==> src/rtl/dlfloat16_div.sv <==
// dlfloat16_div: iterative DLFloat16 divider using restoring division, one quotient bit per clock
module dlfloat16_div #(
    parameter logic [3:0] OPCODE = 4'b0011
) (
    input  logic        clk,
    input  logic        rst_n,
    input  logic [15:0] a,
    input  logic [15:0] b,
    input  logic [3:0]  ena,
    input  logic        start,
    output logic        busy,
    output logic        done,
    output logic [15:0] c_div,
    output logic [4:0]  exception_flags
);
    typedef enum logic [1:0] {IDLE, DIV, NORM} state_t;
    state_t state, state_nx;
    logic        sgn;
    logic [5:0]  ea, eb;
    logic [9:0]  mb;
    logic [10:0] r, q, r_nx, q_nx;
    logic [3:0]  cnt;
    logic        spec, spec_ones;
    logic [4:0]  spec_flg, spec_flg_now;
    logic        go, a_zero, b_zero, a_nan, b_nan, spec_now, ge;
    logic [7:0]  e;
    logic [8:0]  mant;
    logic        inexact, ovf, unf;
    logic [15:0] norm_res;
    assign go           = state == IDLE && start && ena == OPCODE;
    assign a_zero       = a[14:9] == 6'd0;
    assign b_zero       = b[14:9] == 6'd0;
    assign a_nan        = a == 16'hFFFF;
    assign b_nan        = b == 16'hFFFF;
    assign spec_now     = a_nan | b_nan | a_zero | b_zero;
    assign spec_flg_now = (a_nan | b_nan | (a_zero & b_zero)) ? 5'b10000 : b_zero ? 5'b00001 : 5'b00000;
    assign ge           = r >= {1'b0, mb};
    assign r_nx         = (ge ? r - {1'b0, mb} : r) << 1;
    assign q_nx         = {q[9:0], ge};
    // Normalisation and range check of the finished quotient; e is read as signed
    always_comb begin
        mant     = q[10] ? q[9:1] : q[8:0];
        e        = {2'b00, ea} - {2'b00, eb} + 8'd30 + {7'd0, q[10]};
        ovf      = $signed(e) > 8'sd62;
        unf      = $signed(e) < 8'sd1;
        inexact  = (q[10] & q[0]) | (r != 11'd0);
        norm_res = ovf ? {sgn, 15'h7DFE} : unf ? 16'h0000 : {sgn, e[5:0], mant};
    end
    // State register
    always_ff @(posedge clk or negedge rst_n) begin
        if (!rst_n) state <= IDLE;
        else        state <= state_nx;
    end
    // Next-state: specials skip the iteration and go straight to NORM
    always_comb begin
        state_nx = state == IDLE ? (go ? (spec_now ? NORM : DIV) : IDLE) :
                   state == DIV  ? (cnt == 4'd10 ? NORM : DIV) : IDLE;
    end
    // Outputs derived from state
    always_comb begin
        busy = state != IDLE;
    end
    // Datapath: operand capture, quotient iteration and result registration
    always_ff @(posedge clk or negedge rst_n) begin
        if (!rst_n) begin
            sgn <= 1'b0; ea <= 6'd0; eb <= 6'd0; mb <= 10'd0;
            r <= 11'd0; q <= 11'd0; cnt <= 4'd0;
            spec <= 1'b0; spec_ones <= 1'b0; spec_flg <= 5'd0;
            done <= 1'b0; c_div <= 16'd0; exception_flags <= 5'd0;
        end else begin
            done <= state == NORM;
            if (go) begin
                sgn       <= a[15] ^ b[15];
                ea        <= a[14:9];
                eb        <= b[14:9];
                mb        <= {1'b1, b[8:0]};
                r         <= {2'b01, a[8:0]};
                q         <= 11'd0;
                cnt       <= 4'd0;
                spec      <= spec_now;
                spec_ones <= a_nan | b_nan | b_zero;
                spec_flg  <= spec_flg_now;
            end
            if (state == DIV) begin
                r   <= r_nx;
                q   <= q_nx;
                cnt <= cnt + 4'd1;
            end
            if (state == NORM) begin
                c_div           <= spec ? {16{spec_ones}} : norm_res;
                exception_flags <= spec ? spec_flg : {1'b0, inexact, ovf, unf, 1'b0};
            end
        end
    end
endmodule

==> config.mk <==
export PLATFORM = sky130hd
export DESIGN_NAME = dlfloat16_div
export DESIGN_NICKNAME = d
export VERILOG_FILES = /design/src/rtl/dlfloat16_div.sv
export SDC_FILE = /design/constraint.sdc
export NUM_CORES = 1
export LEC_CHECK = 0
export BUFFER_PORTS_ARGS = -buffer_cell sky130_fd_sc_hd__buf_4
export CORE_MARGIN = 2
export CORE_UTILIZATION = 29
export DETAILED_ROUTE_END_ITERATION = 8
export PLACE_DENSITY = 0.57
export SLEW_MARGIN = 20
export SYNTH_ARGS = -nofsm -noshare
export SYNTH_HDL_FRONTEND = slang
export SYNTH_SLANG_ARGS = --single-unit
==> constraint.sdc <==
create_clock -name clk -period 6.7 [get_ports clk]
set_clock_uncertainty 0.2 [all_clocks]
set_input_delay 1.34 -clock clk [delete_from_list [all_inputs] [get_ports clk]]
set_output_delay 1.34 -clock clk [all_outputs]
set_load 0.05 [all_outputs]
==> metrics <==
Mapped Cells 492; HP Class flip-flop to flip-flop; Num CTS Buffers 9; RSZ-0062 raised after global routing false; Final Net Count 605; ant diodes 0; worst slack, placed 3.52 ns; CTS clock-pin slew for the worst setup and hold paths 0.06 ns; total number of vias 3700; H-tree Lvls 3; async set-or-reset flop fraction in the synthesized netlist 1.00; dpl hpwl 7910 um; Post-DRT Antenna Nets 0; initial core utilization 0.295; CP Cell Sequence ha_1 > fa_1 > and2b_1 > o21ai_2 > xnor2_1 > nor4_2 > a2bb2oi_1 > a32oi_1 > buf_4 > o211ai_1; R2R Setup Slk 3.66 ns; Total GRT Usage 0.143; area leader, netlist dfrtp_1; Setup Crit Path Kind flip-flop to flip-flop; Lkg Pwr 0.00251 uW; slew margin rel. 0.362; outcome completed; layout cell share with drive strength beyond 1 0.195; #FFs+latches synth 77; post-route clock period utilization 0.454; Final Power 3000 uW; xor/xnor cell area share of the yosys netlist 0.0347; CTS Buffer Depth 2; Critical Path End Type flip-flop; number of global-route vias before repair 3698; Critical-path top delay cell xnor2_1; CTS Hold Bufs 0; DR WL/cell 14.7 um; Die Wd 128 um; CTS tree done; setup tns final 0 ns; Crit Path Max Fanout 12; Tightest Pin Transition 0.957 ns; synth top area cells dfrtp_1, nand2_1, ha_1, o21ai_0, mux2i_1; Yosys top cell area share 0.431; max cap viols 0; largest family of logic cells by synthesized area simple AND/OR/NAND/NOR gates; Adder-Cell Fraction of Synth Area 0.0649; drt first pass iters 4; post_cts resized 0; initial antenna violation count 0; Clock Root Buffer clkbuf_16; Core ar. 15100 sq um; Placement Rows 45; Worst EP required 6.69 ns; setup ws final 3.66 ns; Synth Warn # 0; WHS 0.254 ns; Tmin final 3.04 ns; critical path data arrival time 3.04 ns; DIE AREA 16400 sq um; top cells by count, synth nand2_1, dfrtp_1, o21ai_0; largest net degree at the start of global routing 78; DRC Markers 0; clock sink total 77; first-pass GRT wire length 18600 um; Final Hold Fails 0; Area growth, synth to finish 21.1%; Via density 5.02; Final GP Congestion 0.825; Port Buffers 61; synthesized area 4470 sq um; f_max 0.329 GHz; mux contribution to synthesized area 0.0389; Netlist cell types 59; CP Launch Type flip-flop; setup bufs post-CTS 0; Worst VDD drop 178 uV; Mapped Avg Cell Area 9.09 sq um; predominant post-synthesis flop cell dfrtp_1; final-report max-slew violation count 0; Iter 0 DRT Violations 194; synthesized net count 553; crit-path max cell delay 0.47 ns; sequential-to-total area share from yosys stat 0.431; Post-synth EDFFs 0; setup violators final 0; simple-gate portion of the synthesized area 0.205; die height 128 um; overall routed net length 10800 um; most common cell in the synthesized netlist nand2_1; complex-gate fraction of the synthesized area 0.178; gr ovfl total 0; Power Density 554 nW/um^2; Ports 62; Clk Latency, worst-skew pair 0.34 ns
==> per-stage QoR <==
stage | cell area (sq um) | util | cells
after floorplan | 4470 | - | 492
after global placement | 5080 | 0.336 | 720
after detailed placement | 5080 | 0.336 | 720
after CTS | 5390 | 0.356 | 736
after global routing | 5420 | 0.358 | 737
final | 5420 | 0.358 | 737
==> metal layers <==
metal,vias to the layer above,track usage,share of wire,wire [um]
met3,19,0.0296,0.036,393
met4,0,0.0672,0.024,261
met2,73,0.234,0.48,5160
met5,-,0,0,0
met1,1778,0.182,0.46,5010
li1,1830,-,-,-
==> area by class of cell <==
class | instances | area (sq um)
tap | 188 | 235
inverter | 28 | 105
timing repair buffer | 65 | 508
clock buffer | 11 | 243
fill | 1541 | 9730
clock inverter | 5 | 57.6
multi-input combinational | 363 | 2340
sequential | 77 | 1930
==> worst paths after layout <==
| kind | from | end | cells past startpoint |
|---|---|---|---|
| setup / recovery | eb[0]$_DFFE_PN0P_ | c_div[13]$_DFFE_PN0P_ | 10 |
| hold / removal | mb[9]$_DFFE_PN0P_ | mb[9]$_DFFE_PN0P_ | 2 |
| setup reg to reg | eb[0]$_DFFE_PN0P_ | c_div[13]$_DFFE_PN0P_ | 10 |
| hold reg to reg | mb[9]$_DFFE_PN0P_ | mb[9]$_DFFE_PN0P_ | 2 |
| max in group asynchronous | rst_n | c_div[7]$_DFFE_PN0P_ | 2 |
| min in group asynchronous | rst_n | mb[6]$_DFFE_PN0P_ | 1 |
==> state kept, by name (all words and copies together) (netlist names) <==
signal	cells
eb	6
spec	1
ea	6
c_div	16
sgn	1
spec_flg	2
cnt	4
state	2
done	1
spec_ones	1
r	11
q	11
mb	10
exception_flags	5
==> cells in the final DEF, fill, tap and decap left out, drive strengths merged, types with 12 or more instances in the layout <==
cell	synthesis	final
ha	20	20
mux2i	14	14
buf	6	65
nor2	20	20
nand4	12	12
a21oi	17	17
o21ai	37	37
inv	28	29
nand2	107	107
dfrtp	77	77
nand3	16	16
o211ai	17	17
==> cells by family (layout without fill, tap and decap cells) <==
kind of cell	after synthesis	in the layout
and+or+nand+nor	199	199
AOI/OAI and AO/OA	109	109
DFF	77	77
buffers and inverters	52	109
adders and majority gates	22	22
muxes	17	17
xor gates and xnor gates	16	16
==> where the power goes <==
group          internal [uW]  total (uW)  switching (uW)
Clock                    299         493             194
Combinational            701        1720            1020
Sequential               642         788             146
==> critical path, delay by kind of cell, from the launching register on <==
kind | cells | cell delay (ns)
flops | 1 | 0.38
compound gates | 4 | 0.57
fa+ha+maj | 2 | 0.62
simple gates | 2 | 0.39
buf+inv | 1 | 0.26
xor+xnor | 1 | 0.47
Power figures use the tool's default switching activity.
